### src/rtl/rf_wb_pkg.sv
// Shared types for the register-file write-back scheduler.
// Holds the data width, register address width and the LL result entry layout.
package rf_wb_pkg;

    localparam int XLEN   = 32;
    localparam int REG_AW = 5;

    typedef struct packed {
        logic [REG_AW-1:0] rd;
        logic [XLEN-1:0]   data;
        logic [XLEN-1:0]   pc;
    } ll_entry_t;

endpackage

### src/rtl/rf_wb_fifo.sv
// Small synchronous FIFO of long-latency results.
// DEPTH must be a power of two so the pointers wrap naturally.
module rf_wb_fifo
    import rf_wb_pkg::*;
#(
    parameter int DEPTH = 2
) (
    input  logic      clk,
    input  logic      rst,
    input  logic      push,
    input  ll_entry_t push_entry,
    input  logic      pop,
    output ll_entry_t head,
    output logic      full,
    output logic      empty
);

    localparam int PW = (DEPTH > 1) ? $clog2(DEPTH) : 1;

    logic [PW-1:0] wr_ptr_q, wr_ptr_d;
    logic [PW-1:0] rd_ptr_q, rd_ptr_d;
    logic [PW:0]   count_q, count_d;
    logic          do_push, do_pop;
    ll_entry_t     mem [DEPTH];

    always_comb begin
        full     = (count_q == (PW+1)'(DEPTH));
        empty    = (count_q == '0);
        do_push  = push && !full;
        do_pop   = pop && !empty;
        wr_ptr_d = wr_ptr_q + PW'(do_push);
        rd_ptr_d = rd_ptr_q + PW'(do_pop);
        count_d  = count_q + (PW+1)'(do_push) - (PW+1)'(do_pop);
        head     = mem[rd_ptr_q];
    end

    always_ff @(posedge clk) begin
        if (rst) begin
            wr_ptr_q <= '0;
            rd_ptr_q <= '0;
            count_q  <= '0;
        end else begin
            wr_ptr_q <= wr_ptr_d;
            rd_ptr_q <= rd_ptr_d;
            count_q  <= count_d;
        end
    end

    // NOTE: storage is deliberately not reset; occupancy alone decides what is valid.
    always_ff @(posedge clk) begin
        if (do_push) begin
            mem[wr_ptr_q] <= push_entry;
        end
    end

endmodule

### src/rtl/rf_wb_scheduler.sv
// Register-file write-port owner: WB/LL arbiter, pending-destination scoreboard, starvation stall.
// Define RF_WB_BYPASS_EN to let an LL result write the RF in its acceptance cycle when the port is idle.
module rf_wb_scheduler
    import rf_wb_pkg::*;
#(
    parameter int FIFO_DEPTH   = 2,
    parameter int STARVE_LIMIT = 4
) (
    input  logic              clk,
    input  logic              rst,
    input  logic              wb_we,
    input  logic [REG_AW-1:0] wb_rd,
    input  logic [XLEN-1:0]   wb_data,
    input  logic [XLEN-1:0]   wb_pc,
    input  logic              ll_issue,
    input  logic [REG_AW-1:0] ll_issue_rd,
    input  logic              ll_res_valid,
    output logic              ll_res_ready,
    input  logic [REG_AW-1:0] ll_res_rd,
    input  logic [XLEN-1:0]   ll_res_data,
    input  logic [XLEN-1:0]   ll_res_pc,
    input  logic [REG_AW-1:0] id_rs1,
    input  logic [REG_AW-1:0] id_rs2,
    input  logic [REG_AW-1:0] id_rd,
    output logic              issue_stall,
    output logic              rf_we,
    output logic [REG_AW-1:0] rf_a3,
    output logic [XLEN-1:0]   rf_wd,
    output logic [XLEN-1:0]   rf_pc
);

    localparam int SW = $clog2(STARVE_LIMIT + 1);

    logic [31:0]       pend_q, pend_d;
    logic [SW-1:0]     starve_cnt_q, starve_cnt_d;
    logic              wb_valid, ll_accept, bypass, starve;
    logic              fifo_push, fifo_pop, fifo_full, fifo_empty;
    logic              ll_wr;
    logic [REG_AW-1:0] ll_wr_rd;
    ll_entry_t         fifo_head, ll_in;

    assign ll_in = '{rd: ll_res_rd, data: ll_res_data, pc: ll_res_pc};

    rf_wb_fifo #(
        .DEPTH (FIFO_DEPTH)
    ) u_fifo (
        .clk        (clk),
        .rst        (rst),
        .push       (fifo_push),
        .push_entry (ll_in),
        .pop        (fifo_pop),
        .head       (fifo_head),
        .full       (fifo_full),
        .empty      (fifo_empty)
    );

    // NOTE: every always_comb output gets a default first so no path can infer a latch.
    always_comb begin
        wb_valid     = wb_we && (wb_rd != '0);
        ll_res_ready = !fifo_full && !rst;
        ll_accept    = ll_res_valid && ll_res_ready && (ll_res_rd != '0);
        bypass       = 1'b0;
`ifdef RF_WB_BYPASS_EN
        bypass       = ll_accept && fifo_empty && !wb_valid;
`endif
        fifo_push    = ll_accept && !bypass;
        fifo_pop     = !wb_valid && !fifo_empty;

        rf_we    = 1'b0;
        rf_a3    = '0;
        rf_wd    = '0;
        rf_pc    = '0;
        ll_wr    = 1'b0;
        ll_wr_rd = '0;
        if (!rst) begin
            if (wb_valid) begin
                rf_we = 1'b1;
                rf_a3 = wb_rd;
                rf_wd = wb_data;
                rf_pc = wb_pc;
            end else if (!fifo_empty) begin
                rf_we    = 1'b1;
                rf_a3    = fifo_head.rd;
                rf_wd    = fifo_head.data;
                rf_pc    = fifo_head.pc;
                ll_wr    = 1'b1;
                ll_wr_rd = fifo_head.rd;
            end else if (bypass) begin
                rf_we    = 1'b1;
                rf_a3    = ll_res_rd;
                rf_wd    = ll_res_data;
                rf_pc    = ll_res_pc;
                ll_wr    = 1'b1;
                ll_wr_rd = ll_res_rd;
            end
        end

        // Clear before set so a re-issue to the register being retired stays pending.
        pend_d = pend_q;
        if (ll_wr) begin
            pend_d[ll_wr_rd] = 1'b0;
        end
        if (ll_issue && (ll_issue_rd != '0)) begin
            pend_d[ll_issue_rd] = 1'b1;
        end
        pend_d[0] = 1'b0;

        starve_cnt_d = starve_cnt_q;
        if (fifo_pop) begin
            starve_cnt_d = '0;
        end else if (!fifo_empty && wb_valid && (starve_cnt_q != SW'(STARVE_LIMIT))) begin
            starve_cnt_d = starve_cnt_q + 1'b1;
        end
        starve = (starve_cnt_q >= SW'(STARVE_LIMIT));

        issue_stall = !rst && (pend_q[id_rs1] || pend_q[id_rs2] ||
                               (pend_q[id_rd] && (id_rd != '0)) || starve);
    end

    // NOTE: sequential state uses non-blocking assignments only.
    always_ff @(posedge clk) begin
        if (rst) begin
            pend_q       <= '0;
            starve_cnt_q <= '0;
        end else begin
            pend_q       <= pend_d;
            starve_cnt_q <= starve_cnt_d;
        end
    end

    // The in-order pipeline must never write a register an LL op still owns.
    wb_to_pending_reg: assert property (@(posedge clk) disable iff (rst)
        !(wb_valid && pend_q[wb_rd]));

endmodule

### config.mk
export PLATFORM = sky130hd
export DESIGN_NAME = rf_wb_scheduler
export DESIGN_NICKNAME = d
export VERILOG_FILES = /design/src/rtl/rf_wb_pkg.sv /design/src/rtl/rf_wb_fifo.sv /design/src/rtl/rf_wb_scheduler.sv
export SDC_FILE = /design/constraint.sdc
export NUM_CORES = 1
export LEC_CHECK = 0
export ABC_AREA = 1
export CORE_ASPECT_RATIO = 0.5
export CORE_MARGIN = 4
export CORE_UTILIZATION = 58
export DETAILED_ROUTE_END_ITERATION = 10
export DONT_BUFFER_PORTS = 1
export PLACE_DENSITY = 0.73
export SYNTH_ARGS = -nofsm -noshare
export SYNTH_HDL_FRONTEND = slang
export SYNTH_HIERARCHICAL = 1
export SYNTH_SLANG_ARGS = --single-unit
### constraint.sdc
create_clock -name clk -period 3.5 [get_ports clk]
set_input_delay 0.875 -clock clk [delete_from_list [all_inputs] [get_ports clk]]
set_output_delay 0.875 -clock clk [all_outputs]
set_load 0.03 [all_outputs]
==> flow_summary.ini <==
[layout]
areaGrowthSynthToFinish_pct = 6.49
finalNonFillerCells = 1018
antenna_cells = 0
final_nets = 970
fillers = 1194
drive_gt1_frac = 0.163

[global_route]
gr-usage-met1 = 0.282
grt_max_degree = 70
grt-busiest-layer = met2
grt_antenna_before_repair = 0
gr-usage-met2 = 0.415
grt_pass1_vias = 5879
grt_use_met3 = 0.0673
grt-ovfl-total = 0
grt_pass1_wl_mm = 32.0
track_usage = 0.234

[drt]
dr_total_vias = 6285
drc_errors = 0
routedWlPerCell_um = 21.0
ant_nets = 0
dr.pass1.iters = 5
finalWirelength_mm = 21.4
drtIter0Drc = 635
via_per_inst = 6.17

[timing]
fin_skew_ns = 0.0139
max_slew.worst_pin.slew_ns = 1.01
tns_ns = 0
fin_crit_sh = 0.908
rsz0062_at_grt = no
slew_violations = 0
finalHoldViolations = 0
max_freq_ghz = 0.315
fin_crit_ns = 3.18
relSlewSlack = 0.323
setup_viol = 0

[yosys]
avgSynthCellArea_um2 = 11.2
synth-seq-area-share = 0.539
synthesis.nets = 983
synthCells = 814
netlist_area_mm2 = 0.00910
ys.flop_type = edfxtp_1
synthArstFlopShare = 0
ys_seq_elements = 176
ys_types = 36
synth_warnings = 6
synth_edf_count = 138

[critical_path]
cp_max_fo = 67
crit_required_ns = 2.62
critPathArrivalTime_ns = 2.30
critPathCaptureType = output pin
worstSetupPathType = flop to output pin
start_kind = flop
regToRegSetupSlack_ns = 1.01

[clock_network]
cts-root-buf = clkbuf_16
tritoncts = yes
holdBufCountCts = 0
clk_latency_ns = 0.43
postCtsSetupRepairBufs = 0
clock_path_buffers = 2
clk_pin_slew_ns = 0.07
ctsResizeCount = 0
htreeDepth = 4
cts.sinks = 176
numCtsBuffers = 17

[placement]
hpwl_mm = 14.7
gp_congestion = 0.948
numPortBuffers = 0
place_inst = 986

[floorplanning]
num_io_pins = 235
die_h_um = 96.6
initial_utilization = 0.592
design.die.area_mm2 = 0.0179
die_w_um = 185
row_count = 32
core-area_mm2 = 0.0154

[power]
ir_drop_v = 0.000302
p_per_area_mw_per_mm2 = 508
p_leak_uw = 0.00365
power.total_uw = 4920

[run_status]
status = finished, final reports clean

[job]
drv_cap = 0

[hold_path]
hp-class = flop to flop
==> power breakdown <==
group	switching, uW	internal (uW)
clock	898	965
combinational	423	239
sequential	37.9	2360
==> cell usage after synthesis (2+ instances only) <==
library cell    n  area (um^2)
o211ai_1        2         15.0
buf_6          13          146
buf_12          7          140
nand3_1        78          390
mux2_4         68         1020
clkbuf_1        7         26.3
buf_2          12         60.1
o21ai_1        16         80.1
nor2_1         30          113
a32o_1         64          641
inv_1          77          289
buf_4           4         30.0
a31oi_1         3         18.8
nor3_1          4         20.0
inv_2           5         18.8
ha_1            6         75.1
o21ai_0        24          120
edfxtp_1      138         4140
nand2_4         5         56.3
nand2_1       158          593
nand4_1         4         25.0
dfxtp_1        38          761
a21oi_1        38          190
==> state kept, by name (all words and copies together) (netlist names) <==
signal,flops
u_fifo/count_q,2
starve_cnt_q,3
u_fifo/wr_ptr_q,1
u_fifo/rd_ptr_q,1
u_fifo/mem,138
pend_q,31
==> worst paths after layout <==
path / to / cells after the start / from
worst max register to register: u_fifo/mem[1][22]$_DFFE_PP_ / 8 / u_fifo/count_q[1]$_SDFF_PP0_
worst min register to register: pend_q[9]$_SDFF_PP0_ / 2 / pend_q[9]$_SDFF_PP0_
worst max-delay path: rf_wd[17] / 6 / u_fifo/count_q[0]$_SDFF_PP0_
worst min-delay path: pend_q[9]$_SDFF_PP0_ / 2 / pend_q[9]$_SDFF_PP0_
==> layout make-up <==
cell class / count / area (um^2) / area share
Clock buffer: 18 / 429 / 0.0443
Clock inverter: 14 / 163 / 0.0168
Inverter: 83 / 317 / 0.0327
Multi-Input combinational cell: 510 / 3480 / 0.359
Sequential cell: 176 / 4910 / 0.507
Tap cell: 204 / 255 / 0.0263
Timing Repair Buffer: 13 / 135 / 0.0139
==> cell families after synthesis <==
logic type	Yosys count	synth area share
multiplexers	69	0.113
AND/OR/NAND/NOR	286	0.139
adder cells (fa/ha/maj)	6	0.00825
AO/OA/AOI/OAI	149	0.119
buffers and inverters	128	0.0810
flip-flops	176	0.539
==> critical path, stage by stage, from the launching register on <==
cell and delay [ns]:
dfxtp_1 0.41, nor2_1 0.06, buf_4 0.15, nor2_1 0.28
nand2_4 0.14, clkinv_4 0.39, a32o_1 0.42
==> layout by cell type, fill, tap and decap left out <==
cell and count:
mux2_4 68, clkinv_4 5, mux2_2 1, clkbuf_1 1, o31ai_1 1, nand4_1 4
nand2_1 158, clkbuf_16 17, nand4_2 1, a21oi_1 38, o311ai_0 1, inv_2 6
nor3_2 1, ha_1 4, nand3_2 1, dfxtp_4 1, dfxtp_1 37, or3_1 1
inv_8 4, inv_12 1, ha_4 2, inv_1 76, nand3_1 78, nor3_1 4
buf_12 3, nand2_2 1, a32o_1 64, o21ai_1 16, a31oi_1 3, nand2_4 5
inv_6 2, clkinv_8 3, edfxtp_1 138, o21ai_0 24, buf_4 10, and3_1 1
o211ai_1 2, nor2_8 1, nor2_1 30
==> per-stage QoR <==
| step | hold slack (ns) | setup slack, ns | instance area, um^2 | utilization |
|---|---|---|---|---|
| after floorplan | 0.450 | -0.572 | 9100 | - |
| after global placement | 0.451 | 0.549 | 9100 | 0.592 |
| after detailed placement | 0.458 | 0.458 | 9100 | 0.592 |
| after CTS | 0.467 | 0.335 | 9690 | 0.630 |
| after global routing | 0.492 | 0.223 | 9690 | 0.630 |
| final | 0.466 | 0.322 | 9690 | 0.630 |
==> per-layer routing <==
| layer | wire (um) | part of all wire |
|---|---|---|
| met3 | 1640 | 0.077 |
| met1 | 8290 | 0.39 |
| met4 | 312 | 0.015 |
| met2 | 11200 | 0.52 |
| met5 | 0 | 0 |
Note: power is estimated with default switching activity, not from simulation.
